==> config.mk <==
export PLATFORM = sky130hd
export DESIGN_NAME = booth_r4_mul
export DESIGN_NICKNAME = d
export VERILOG_FILES = /design/src/rtl/booth_r4_mul.sv
export SDC_FILE = /design/constraint.sdc
export NUM_CORES = 1
export LEC_CHECK = 0
export CORE_UTILIZATION = 60
export CTS_CLUSTER_DIAMETER = 30
export DETAILED_ROUTE_END_ITERATION = 12
export GPL_TIMING_DRIVEN = 0
export PLACE_DENSITY = 0.84
export SKIP_LAST_GASP = 1
export SYNTH_ARGS = -nofsm -noshare
export SYNTH_HDL_FRONTEND = slang
export SYNTH_SLANG_ARGS = --single-unit
==> constraint.sdc <==
create_clock -name clk -period 14.65 [get_ports clk]
set_clock_uncertainty 0.15 [all_clocks]
set_input_delay 4.395 -clock clk [delete_from_list [all_inputs] [get_ports clk]]
set_output_delay 4.395 -clock clk [all_outputs]
set_load 0.01 [all_outputs]
==> src/rtl/booth_r4_mul.sv <==
// rtl/booth_r4_mul.sv - radix-4 Booth sequential multiplier for MUL/MULH/MULHSU/MULHU
//
// Purpose: two's complement multiplier that retires two multiplier bits per
// cycle. Both operands are extended to XLEN+2 bits according to the op, so one
// datapath covers signed, mixed and unsigned products. The result is returned
// through a valid/result_ready handshake.
//
// Optional feature: define BOOTH_R4_ZERO_BYPASS_EN to let a zero operand skip
// the iteration phase and go straight to DONE with Z=0.
//
// Ports:
//   clk          core clock, rising edge
//   rst_n        asynchronous active-low reset
//   start        request, accepted only while in_ready=1
//   op           00 MUL, 01 MULH, 10 MULHSU, 11 MULHU
//   X, Y         multiplicand (rs1), multiplier (rs2)
//   flush        synchronous abort of any in-flight operation
//   in_ready     high only in IDLE
//   valid        result available (DONE)
//   result_ready consumer accepts the result
//   Z            selected product half
module booth_r4_mul #(
  parameter int XLEN = 32
) (
  input  logic            clk,
  input  logic            rst_n,
  input  logic            start,
  input  logic [1:0]      op,
  input  logic [XLEN-1:0] X,
  input  logic [XLEN-1:0] Y,
  input  logic            flush,
  output logic            in_ready,
  output logic            valid,
  input  logic            result_ready,
  output logic [XLEN-1:0] Z
);

  localparam int E  = XLEN + 2;        // extended operand width
  localparam int PW = XLEN + 3;        // partial-product / upper accumulator width
  localparam int N  = XLEN / 2 + 1;    // Booth iterations
  localparam int CW = $clog2(N + 1);

  if ((XLEN % 2) != 0 || XLEN < 8) begin : g_bad_xlen
    $error("booth_r4_mul: XLEN must be even and >= 8");
  end

  typedef enum logic [1:0] {IDLE, BUSY, DONE} state_t;

  state_t            state, state_nx;
  logic [1:0]        op_q;
  logic [PW-1:0]     mcand;
  logic [PW-1:0]     hi;
  logic [E-1:0]      lo;
  logic              qm1;
  logic [CW-1:0]     count;

  logic              sign_x, sign_y, accept, last;
  logic [E-1:0]      x_ext, y_ext;
  logic [PW-1:0]     pp, sum;
  logic signed [PW+E-1:0] shifted;
  logic [2*XLEN-1:0] prod;
  logic [PW-XLEN+1:0] unused_hi;

  assign sign_x = (op == 2'b01) || (op == 2'b10);
  assign sign_y = (op == 2'b01);
  assign x_ext  = {{2{sign_x & X[XLEN-1]}}, X};
  assign y_ext  = {{2{sign_y & Y[XLEN-1]}}, Y};
  assign accept = (state == IDLE) && start && !flush;
  // count runs one past the last step: that extra cycle registers Z.
  assign last   = (count == CW'(N));

`ifdef BOOTH_R4_ZERO_BYPASS_EN
  logic zero_op;
  assign zero_op = (X == '0) || (Y == '0);
`endif

  // Recode the low multiplier triplet into a digit in {0, +-X, +-2X}.
  always_comb begin
    pp = '0;
    case ({lo[1:0], qm1})
      3'b001, 3'b010: pp = mcand;
      3'b011:         pp = mcand << 1;
      3'b100:         pp = -(mcand << 1);
      3'b101, 3'b110: pp = -mcand;
      default:        pp = '0;
    endcase
  end

  assign sum     = hi + pp;
  assign shifted = $signed({sum, lo}) >>> 2;
  // After N steps {hi,lo} holds the full signed product; only 2*XLEN bits matter.
  assign prod      = {hi[XLEN-3:0], lo};
  assign unused_hi = hi[PW-1:XLEN-2];

  always_ff @(posedge clk or negedge rst_n) begin
    if (!rst_n) state <= IDLE;
    else        state <= state_nx;
  end

  always_comb begin
    state_nx = state;
    case (state)
      IDLE: begin
        if (accept) begin
`ifdef BOOTH_R4_ZERO_BYPASS_EN
          state_nx = zero_op ? DONE : BUSY;
`else
          state_nx = BUSY;
`endif
        end
      end
      BUSY: begin
        if (flush)     state_nx = IDLE;
        else if (last) state_nx = DONE;
      end
      DONE: begin
        if (flush || result_ready) state_nx = IDLE;
      end
      default: state_nx = IDLE;
    endcase
  end

  always_comb begin
    in_ready = (state == IDLE);
    valid    = (state == DONE);
  end

  always_ff @(posedge clk or negedge rst_n) begin
    if (!rst_n) begin
      op_q  <= '0;
      mcand <= '0;
      hi    <= '0;
      lo    <= '0;
      qm1   <= 1'b0;
      count <= '0;
      Z     <= '0;
    end else if (flush) begin
      count <= '0;
      Z     <= '0;
    end else begin
      case (state)
        IDLE: begin
          if (start) begin
            op_q  <= op;
            mcand <= {x_ext[E-1], x_ext};
            hi    <= '0;
            lo    <= y_ext;
            qm1   <= 1'b0;
            count <= '0;
`ifdef BOOTH_R4_ZERO_BYPASS_EN
            if (zero_op) Z <= '0;
`endif
          end
        end
        BUSY: begin
          if (last) begin
            Z <= (op_q == 2'b00) ? prod[XLEN-1:0] : prod[2*XLEN-1:XLEN];
          end else begin
            hi    <= shifted[PW+E-1:E];
            lo    <= shifted[E-1:0];
            qm1   <= lo[1];
            count <= count + CW'(1);
          end
        end
        default: ;
      endcase
    end
  end

endmodule
==> metrics.md, run 1 <==
| Metric | Value |
|---|---|
| Status | complete, no violations |
| # rows | 47 |
| Min-delay worst type | reg -> reg |
| Critical Path End Type | flip-flop |
| Mapped Nets | 1409 |
| Filler cell count in the final layout | 1340 |
| Vias in the first global route | 9766 |
| Area leader, netlist | dfrtp_1 |
| Antenna fix cells | 0 |
| Transition time at the pin with the least slew margin | 1.29 ns |
| CTS HTree Levels | 4 |
| Grt total ovfl | 0 |
| Hold-fix buffers, CTS | 0 |
| Final slew viol count | 0 |
| Total Wirelength | 33600 µm |
| Clock root buffer | clkbuf_16 |
| Lkg Pwr | 5.07 nW |
| CTS tree | built |
| Initial antenna violation count | 0 |
| Max-cap violations | 0 |
| Crit path launch type | input port |
| Final Cycle Share | 49.9% |
| Post-synth EDFFs | 0 |
| Synthesized flop and latch total | 142 |
| Total Power | 2.26 mW |
| Critical-path maximum fanout | 10 |
| Worst Hold End | hi[31] |
| Detailed-route via count | 10638 |
| Count of final hold-check violations | 0 |
| Clock sinks | 142 |
| CTS max path bufs | 2 |
| Initial DRC Count | 1344 |
| Routability cong. | 1.00 |
| Drt wl/cell | 20.3 µm |
| CORE AREA | 16600 µm² |
| Detailed placement HPWL | 24800 µm |
| Num CTS Buffers | 17 |
| Drt pass-1 iters | 5 |
| WHS Path Cells | 2 |
| Sequential element share of the synthesized area | 34.9% |
| RSZ-0062 raised after global routing | false |
| Req. time, crit path | 14.85 ns |
| Synth warn | 0 |
| Post-route setup slack | 7.33 ns |
| Pre-CTS WS | 7.06 ns |
| Tmin final | 7.32 ns |
| Initial core utilization | 61.4% |
| First-pass GRT wire length | 52200 µm |
| Path depth of the worst reg2reg path | 17 |
| Area Overhead vs Synth | 19.1% |
| Ports | 105 |
| Cell Area, Synth | 10200 µm² |
| Clk Latency, worst-skew pair | 0.44 ns |
| Hold wc startpoint | hi[31] |
| DRC viols | 0 |
| Worst slew margin | 13.2% |
| Top-area cell type share of the netlist area | 34.9% |
| Worst ir drop on vdd | 0.141 mV |
| Via density | 6.42 |
| Cell count after synthesis | 1299 |
| Setup TNS | 0 ns |
| Pwr Density | 186 nW/µm² |
| RR Endpoint | hi[33] |
| Largest net degree at the start of global routing | 74 |
| Top FF cell, synth | dfrtp_1 |
| Post-CTS sizing | 0 |
| Ranking of synthesized cells by area | dfrtp_1 (35%), nand2_1 (9.7%), o21ai_0 (6.2%) |
| Final net count | 1533 |
| Post-CTS Setup Inserts | 0 |
| WS Path Type | in -> reg |
| Routed Antenna Nets | 0 |
| Unique masters post-synth | 73 |
| PortBufs | 104 |
| Die area | 17500 µm² |
| Core Util, Final | 73.1% |
| R2R setup slack | 8.40 ns |
| Total track usage | 38.6% |
| WP data arrival | 7.52 ns |
| Die width | 132 µm |
| Syn_area_per_cell | 7.83 µm² |
| Fmax | 137 MHz |
| Layout cells sized above 1 | 5.08% |
| Post-synth ARST share | 100% |
| Chip height | 132 µm |
| CTS clk-pin slew, worst paths | 0.06 ns |
| # setup viols final | 0 |
| Worst r2r src | mcand[11] |
-- worst max-delay path, stage by stage --
cell and delay, ns:
clkdlybuf4s50_1 0.43, nor3_1 1.04, nor2_1 0.43, inv_1 0.21, buf_4 0.26, clkbuf_1 0.48, nor2_1 0.09, a31oi_1 0.18
-- state kept, by name (all words and copies together) (netlist names) --
name and count:
Z 32, hi 33, op_q 2, state 2, count 5, qm1 1
lo 34, mcand 33
-- Yosys cell counts, types with 4 or more instances --
master and number:
a211oi_1 5, a21boi_0 7, a21o_1 17, a21oi_1 48, a221oi_1 16, a22oi_1 4
a311oi_1 32, a31oi_1 52, a32oi_1 4, and2_1 7, and3_1 4, buf_1 4
buf_2 4, buf_4 4, clkbuf_1 85, dfrtp_1 142, ha_1 38, inv_1 15
mux2_2 5, mux2i_1 9, nand2_1 262, nand2b_1 31, nand3_1 47, nand3b_1 6
nand4_1 7, nor2_1 117, nor2b_1 8, nor3_1 20, nor4_1 6, o211ai_1 4
o21a_1 7, o21ai_0 126, o21bai_1 5, o22ai_1 7, o31ai_1 7, or2_2 8
or3_1 11, xnor2_1 51, xor2_1 19
-- where the power goes --
part | switching (mW) | leakage, nW | internal (mW) | total [mW]
Clock | 0.190 | 0.293 | 0.258 | 0.449
Sequential | 0.0980 | 1.80 | 0.478 | 0.576
Combinational | 0.749 | 2.98 | 0.483 | 1.23
-- cell families after synthesis --
logic type	share of synthesized area, %
AOI/OAI and AO/OA	23.0
xor gates and xnor gates	6.02
adders and majority gates	4.87
buffers and inverters	4.71
DFF	34.9
muxes	1.66
and+or+nand+nor	24.8
-- cell type report --
cell class	count	area, µm²	area share [%]
multi-input cells	1041	6140	50.7
plain buffers	101	423	3.49
inverters	15	56.3	0.465
well taps	220	275	2.27
repair buffers	105	1070	8.83
clock buffers	18	439	3.62
flip-flops and latches	142	3550	29.3
clock inverters	14	155	1.28
-- per-stage QoR --
| step | hold WS, ns | std cells | area, µm² |
|---|---|---|---|
| after global placement | 0.321 | 1623 | 11500 |
| after floorplan | 0.306 | 1299 | 10200 |
| after CTS | 0.344 | 1656 | 12100 |
| after detailed placement | 0.331 | 1624 | 11500 |
| final | 0.351 | 1656 | 12100 |
| after global routing | 0.387 | 1656 | 12100 |
-- worst max path at each step --
stage | start | end | slack (ns) | cells past startpoint
3_3_place_gp | rst_n | mcand[20] | 3.41 | 1
4_1_cts | flush | lo[26] | 7.47 | 8
6_report | flush | lo[26] | 7.33 | 8
5_1_grt | flush | lo[27] | 7.21 | 8
3_5_place_dp | flush | lo[26] | 7.06 | 8
2_1_floorplan | flush | lo[14] | 8.67 | 7
-- placed cells by master, fill, tap and decap left out, types with 16 or more instances in the layout --
cell type          n
nand3_1           47
a311oi_1          32
nor3_1            20
a31oi_1           52
a21o_1            17
a221oi_1          16
clkbuf_16         17
ha_1              38
xor2_1            19
clkdlybuf4s50_1  103
nor2_1           117
nand2_1          262
xnor2_1           51
o21ai_0          126
nand2b_1          31
clkbuf_1          85
a21oi_1           48
dfrtp_1          142
-- per-layer routing --
layer | up-vias | global-route usage (%) | wire [µm]
met5 | - | 0 | 0
met4 | 0 | 16.3 | 1310
met3 | 84 | 8.11 | 3250
met2 | 579 | 57.6 | 14600
met1 | 5087 | 54.4 | 14400
li1 | 4888 | - | -
(Power assumes the default switching activity.)
==> run 2: changes to the inputs <==
--- a/config.mk
+++ b/config.mk
@@ -5,11 +5,11 @@
 export SDC_FILE = /design/constraint.sdc
 export NUM_CORES = 1
 export LEC_CHECK = 0
-export CORE_UTILIZATION = 60
+export CORE_UTILIZATION = 58
 export CTS_CLUSTER_DIAMETER = 30
 export DETAILED_ROUTE_END_ITERATION = 12
 export GPL_TIMING_DRIVEN = 0
-export PLACE_DENSITY = 0.84
+export PLACE_DENSITY = 0.81
 export SKIP_LAST_GASP = 1
 export SYNTH_ARGS = -nofsm -noshare
 export SYNTH_HDL_FRONTEND = slang
==> constraint.sdc (replaced) <==
create_clock -name clk -period 7.1 [get_ports clk]
set_clock_uncertainty 0.15 [all_clocks]
set_input_delay 2.13 -clock clk [delete_from_list [all_inputs] [get_ports clk]]
set_output_delay 2.13 -clock clk [all_outputs]
set_load 0.01 [all_outputs]
==> run 2 against run 1 <==
Combinational power increased by 110%. Core utilization down 2.8 points. Final area about the same. Global-route usage shrank 1.3 points. Clock power increased by 99%. First-iteration DRC count shrank 7.3%. Hold slack improved by 0.033 ns. Die area is 3.4% higher. Sequential share of layout area is essentially flat. Register-to-register slack got worse by 7.3 ns. Sequential power increased by 100%. Critical path type is now reg -> reg. Highest routed layer unchanged.
==> metrics.md, run 2 (same netlist as run 1, synthesis figures left out) <==
| Metric | Value |
|---|---|
| Critical-path maximum fanout | 8 (-2) |
| Initial antenna violation count | 0 (unchanged) |
| Req. time, crit path | 7.32 ns (-7.53 ns) |
| Comb pwr share | 55.0% (+0.4 points) |
| Worst r2r src | mcand[11] |
| Min-delay worst type | reg -> reg |
| Count of final hold-check violations | 0 (unchanged) |
| Biggest regs | lo (34), hi (33), mcand (33) |
| Fmax | 167 MHz |
| Filler cell count in the final layout | 1495 (+12%) |
| Largest net degree at the start of global routing | 83 (+12%) |
| Grt total ovfl | 0 (unchanged) |
| Hold-fix buffers, CTS | 0 (unchanged) |
| Critical Path End Type | flip-flop |
| Crit path launch type | flip-flop |
| Crit path cell chain | buf_6, nor4_1, nand3_1, nor4_1, xnor2_1, a221oi_1, a31oi_1, ha_1, clkbuf_1, nand4_1, nor2b_1, or4b_2, nand2_1, a41oi_1, o311ai_0, o21ai_0, a2bb2oi_1 |
| CTS max path bufs | 2 (unchanged) |
| First-pass GRT wire length | 51900 µm (-0.70%) |
| Final net count | 1533 (unchanged) |
| Pwr Density | 381 nW/µm² (+100%) |
| CTS tree | built |
| Die area | 18100 µm² (+3.4%) |
| WP data arrival | 6.20 ns (-1.32 ns) |
| # setup viols final | 0 (unchanged) |
| Routability cong. | 0.995 (-0.81%) |
| Via density | 6.32 (-1.6%) |
| Seq pwr share | 25.6% (about the same) |
| Detailed placement HPWL | 24800 µm (-0.14%) |
| Detailed-route via count | 10495 (-1.3%) |
| Transition time at the pin with the least slew margin | 1.43 ns (+0.134 ns) |
| Worst slew margin | 4.22% (-9.0 points) |
| Antenna fix cells | 0 (unchanged) |
| Setup TNS | 0 ns (unchanged) |
| Total Power | 4.61 mW (+100%) |
| CORE AREA | 17200 µm² (+3.9%) |
| Initial core utilization | 59.0% (-2.3 points) |
| Reg with most FFs | lo |
| DP Area | 11500 µm² (about the same) |
| Internal | 2.48 mW (+100%) |
| Drt wl/cell | 20.1 µm (-0.81%) |
| Final Cell Area | 12100 µm² (about the same) |
| Bufs and invs on worst path | 2 (-2) |
| Max FFs per register | 34 (unchanged) |
| Total track usage | 37.3% (-1.3 points) |
| Final Cycle Share | 84.3% |
| Total Wirelength | 33400 µm (-0.51%) |
| Area Overhead vs Synth | 18.9% (about the same) |
| Status | complete, no violations |
| RSZ-0062 raised after global routing | false |
| Layout cells sized above 1 | 5.08% (unchanged) |
| Slowest Stage Delay on Critical Path | 0.78 ns (-0.26 ns) |
| Chip height | 134 µm (+1.7%) |
| DRC viols | 0 (unchanged) |
| Final slew viol count | 0 (unchanged) |
| Clock sinks | 142 (unchanged) |
| Clk Latency, worst-skew pair | 0.44 ns (about the same) |
| Net Switching | 2.13 mW (+110%) |
| Initial DRC Count | 1246 (-7.3%) |
| Post-CTS sizing | 0 (unchanged) |
| Sw Ratio | 46.2% (+0.27 points) |
| # rows | 48 (+2.1%) |
| Slowest-stage cell, CP | nor4_1 |
| Clock root buffer | clkbuf_16 |
| Most common cell after layout, fill and taps aside | nand2_1 |
| Num CTS Buffers | 17 (unchanged) |
| Max-cap violations | 0 (unchanged) |
| PortBufs | 104 (unchanged) |
| Die width | 134 µm (+1.7%) |
| Most frequent cells in the layout | nand2_1 (262), dfrtp_1 (142), o21ai_0 (126) |
| Hold Worst Slack | 0.385 ns (+0.0334 ns) |
| Crit path from | mcand[11] |
| Worst ir drop on vdd | 0.288 mV (+100%) |
| WS Path Type | reg -> reg |
| Ports | 105 (unchanged) |
| Drt pass-1 iters | 6 (+1) |
| CP dominant cell by count | nor4_1 |
| Crit-path leading delay family | simple AND/OR/NAND/NOR gates |
| CTS clk-pin slew, worst paths | 0.07 ns (about the same) |
| Vias in the first global route | 9606 (-1.6%) |
| CTS HTree Levels | 4 (unchanged) |
| Post-CTS Setup Inserts | 0 (unchanged) |
| Tmin final | 5.99 ns |
| Lkg Pwr | 5.06 nW (-0.27%) |
| Hold wc startpoint | hi[31] |
| Routed Antenna Nets | 0 (unchanged) |
| Clk pwr share | 19.4% (-0.5 points) |
-- run 2: worst paths after layout --
kind,to,slack [ns],cells past startpoint
max,hi[33],1.11,17
min,hi[31],0.38,2
max reg2reg,hi[33],1.11,17
min reg2reg,hi[31],0.38,2
max in group asynchronous,hi[31],4.48,2
min in group asynchronous,lo[15],1.50,1
-- run 2: worst register-to-register path, delay by kind of cell (launching register included) --
| family | cells | cell delay, ns |
|---|---|---|
| simple gates | 7 | 3.03 |
| compound gates | 6 | 1.50 |
| buf+inv | 2 | 0.39 |
| flops | 1 | 0.37 |
| fa+ha+maj | 1 | 0.34 |
| xor+xnor | 1 | 0.13 |
-- run 2: layout make-up --
cell class                      count  area, µm²  share of cell area (%)
Buffer                            101        423                    3.49
Timing Repair Buffer              105       1070                    8.84
Tap cell                          225        282                    2.33
Clock inverter                     11       96.3                   0.796
Clock buffer                       21        480                    3.97
Inverter                           15       56.3                   0.465
Multi-Input combinational cell   1041       6140                    50.8
Sequential cell                   142       3550                    29.4
-- run 2: through the flow --
step	setup slack, ns	util, %	std cells
6_report	1.11	70.2	1661
5_1_grt	0.712	70.2	1661
4_1_cts	1.29	70.2	1661
3_5_place_dp	1.40	66.9	1629
3_3_place_gp	-1.94	66.7	1628
2_1_floorplan	2.47	-	1299
-- run 2: power by group through the flow --
stage	Sequential (mW)	Combinational, mW	Clock (mW)
4_1_cts	1.17	2.47	0.892
5_1_grt	1.20	2.77	0.923
2_1_floorplan	1.11	1.86	0
3_5_place_dp	1.18	2.45	0
6_report	1.18	2.54	0.894
3_3_place_gp	1.18	2.40	0
-- run 2: per-layer routing --
metal  global-route usage [%]  part of all wire (%)
met2                     56.9                    44
met1                     51.8                    43
met3                     7.32                   9.3
met4                     15.9                   3.7
met5                        0                     0
==> run 3: changes to the inputs <==
==> constraint.sdc (replaced) <==
create_clock -name clk -period 6.2 [get_ports clk]
set_clock_uncertainty 0.15 [all_clocks]
set_input_delay 1.86 -clock clk [delete_from_list [all_inputs] [get_ports clk]]
set_output_delay 1.86 -clock clk [all_outputs]
set_load 0.01 [all_outputs]
==> run 3 against run 2 <==
Wire length hardly changed. Sequential power is 14% higher. Critical path type unchanged. Clock-buffer cell count stayed put. Via count is 0.70% higher. Largest cell class unchanged. Clock power is 14% higher.
==> metrics.md, run 3 (same netlist as run 1, synthesis figures left out) <==
| Metric | Value |
|---|---|
| Critical Path End Type | flip-flop |
| Setup TNS | 0 ns (unchanged) |
| Detailed placement HPWL | 24800 µm (unchanged) |
| Clk Latency, worst-skew pair | 0.44 ns (about the same) |
| Initial core utilization | 59.0% (unchanged) |
| WS Path Type | reg -> reg |
| CTS tree | built |
| Total track usage | 37.3% (unchanged) |
| Routability cong. | 0.995 (unchanged) |
| Clock root buffer | clkbuf_16 |
| Biggest regs | lo (34), hi (33), mcand (33) |
| CTS HTree Levels | 4 (unchanged) |
| RSZ-0062 raised after global routing | false |
| Slowest Stage Delay on Critical Path | 0.70 ns (-0.08 ns) |
| Initial antenna violation count | 0 (unchanged) |
| Largest net degree at the start of global routing | 83 (unchanged) |
| Die width | 134 µm (unchanged) |
| Slowest-stage cell, CP | nor4_1 |
| Crit path launch type | flip-flop |
| Pwr Density | 436 nW/µm² (+14%) |
| Worst slew margin | 6.19% (+2.0 points) |
| Total Wirelength | 33400 µm (about the same) |
| Filler cell count in the final layout | 1491 (-0.27%) |
| DRC viols | 0 (unchanged) |
| Final Cycle Share | 95.2% (+11 points) |
| Max FFs per register | 34 (unchanged) |
| Core Util, Final | 70.3% (+0.073 points) |
| Die area | 18100 µm² (unchanged) |
| Bufs and invs on worst path | 2 (unchanged) |
| Critical path depth | 19 (+2) |
| WP data arrival | 6.12 ns (-0.08 ns) |
| Path depth of the worst reg2reg path | 19 (+2) |
| Lkg Pwr | 5.06 nW (about the same) |
| Finished Layout Cells | 1661 (unchanged) |
| CTS max path bufs | 2 (unchanged) |
| Count of final hold-check violations | 0 (unchanged) |
| Vias in the first global route | 9606 (unchanged) |
| Routed Antenna Nets | 0 (unchanged) |
| Ports | 105 (unchanged) |
| Antenna fix cells | 0 (unchanged) |
| Num CTS Buffers | 17 (unchanged) |
| CP dominant cell by count | nand2_1 |
| # setup viols final | 0 (unchanged) |
| Crit-path leading delay family | simple AND/OR/NAND/NOR gates |
| Post-Place Cells | 1629 (unchanged) |
| Reg with most FFs | lo |
| Max-cap violations | 0 (unchanged) |
| Drt wl/cell | 20.1 µm (about the same) |
| Grt total ovfl | 0 (unchanged) |
| Final slew viol count | 0 (unchanged) |
| Most common cell after layout, fill and taps aside | nand2_1 |
| Chip height | 134 µm (unchanged) |
| Worst ir drop on vdd | 0.330 mV (+14%) |
| CORE AREA | 17200 µm² (unchanged) |
| Drt pass-1 iters | 6 (unchanged) |
| Final net count | 1533 (unchanged) |
| Area Overhead vs Synth | 19.1% |
| Min-delay worst type | reg -> reg |
| CTS clk-pin slew, worst paths | 0.07 ns (about the same) |
| Crit path cell chain | buf_6, nor4_1, nand3b_1, nor2_1, nand2_1, nand2_1, xnor2_1, a221oi_1, a31oi_1, ha_1, clkbuf_1, nand4_1, nor2b_1, or4b_2, nand2_1, a41oi_1, o311ai_0, o21ai_0, a2bb2oi_1 |
| Fmax | 169 MHz (+1.5%) |
| Detailed-route via count | 10568 (+0.70%) |
| Clock sinks | 142 (unchanged) |
| WHS Path Cells | 2 (unchanged) |
| Req. time, crit path | 6.41 ns (-0.91 ns) |
| Status | complete, no violations |
| Transition time at the pin with the least slew margin | 1.40 ns (-0.0294 ns) |
| PortBufs | 104 (unchanged) |
| Via density | 6.36 (+0.70%) |
| Hold-fix buffers, CTS | 0 (unchanged) |
| Most frequent cells in the layout | nand2_1 (262), dfrtp_1 (142), o21ai_0 (126) |
| Hold Worst Slack | 0.384 ns (-0.000649 ns) |
| Tmin final | 5.90 ns (-0.0867 ns) |
| Layout cells sized above 1 | 5.22% (+0.14 points) |
| First-pass GRT wire length | 51900 µm (unchanged) |
| Initial DRC Count | 1253 (+0.56%) |
| # rows | 48 (unchanged) |
| Critical-path maximum fanout | 8 (unchanged) |
[run 3: metrics by stage]
step                setup slack (ns)  area, µm²  power [mW]
finish                         0.298      12100        5.28
global placement               -2.57      11500        4.11
global route                  0.0159      12100        5.60
detailed placement             0.501      11500        4.16
floorplan                       1.57      10200        3.41
CTS                            0.389      12100        5.19
[run 3: what timing repair did]
item	in CTS	in global routing
setup endpoints to repair	0	2
endpoints found under the hold margin	0	0
buffers inserted	0	0
resized for setup	0	2
[run 3: per-layer routing]
metal | GRT usage, % | up-vias | part of all wire, %
li1 | - | 4878 | -
met1 | 51.8 | 5005 | 43
met2 | 56.9 | 589 | 44
met3 | 7.32 | 96 | 8.9
met4 | 15.9 | 0 | 3.8
met5 | 0 | - | 0
[run 3: where the power goes]
part	internal [mW]	switching [mW]	total, mW
combinational	1.14	1.76	2.90
clock	0.566	0.457	1.02
sequential	1.13	0.222	1.35
[run 3: final timing paths]
path | startpoint | endpoint | slack (ns)
worst max-delay path | mcand[3] | hi[33] | 0.30
worst min-delay path | hi[19] | hi[19] | 0.38
worst max register to register | mcand[3] | hi[33] | 0.30
worst min register to register | hi[19] | hi[19] | 0.38
max in group asynchronous | rst_n | hi[31] | 3.86
min in group asynchronous | rst_n | lo[15] | 1.23
[run 3: cell type report]
| type | instances | area (µm²) | share of cell area (%) |
|---|---|---|---|
| buffer | 101 | 423 | 3.49 |
| multi-input combinational | 1041 | 6160 | 50.8 |
| clock buffer | 21 | 480 | 3.97 |
| timing repair buffer | 105 | 1070 | 8.83 |
| inverter | 15 | 56.3 | 0.465 |
| sequential | 142 | 3550 | 29.3 |
| tap | 225 | 282 | 2.32 |
| clock inverter | 11 | 96.3 | 0.795 |
[run 3: worst register-to-register path, cell delays in order (launching register included)]
cell	delay, ns
dfrtp_1	0.37
buf_6	0.14
nor4_1	0.70
nand3b_1	0.30
nor2_1	0.33
nand2_1	0.15
nand2_1	0.12
xnor2_1	0.09
a221oi_1	0.35
a31oi_1	0.14
ha_1	0.35
clkbuf_1	0.25
nand4_1	0.26
nor2b_1	0.22
or4b_2	0.70
nand2_1	0.14
a41oi_1	0.28
o311ai_0	0.49
o21ai_0	0.14
a2bb2oi_1	0.16
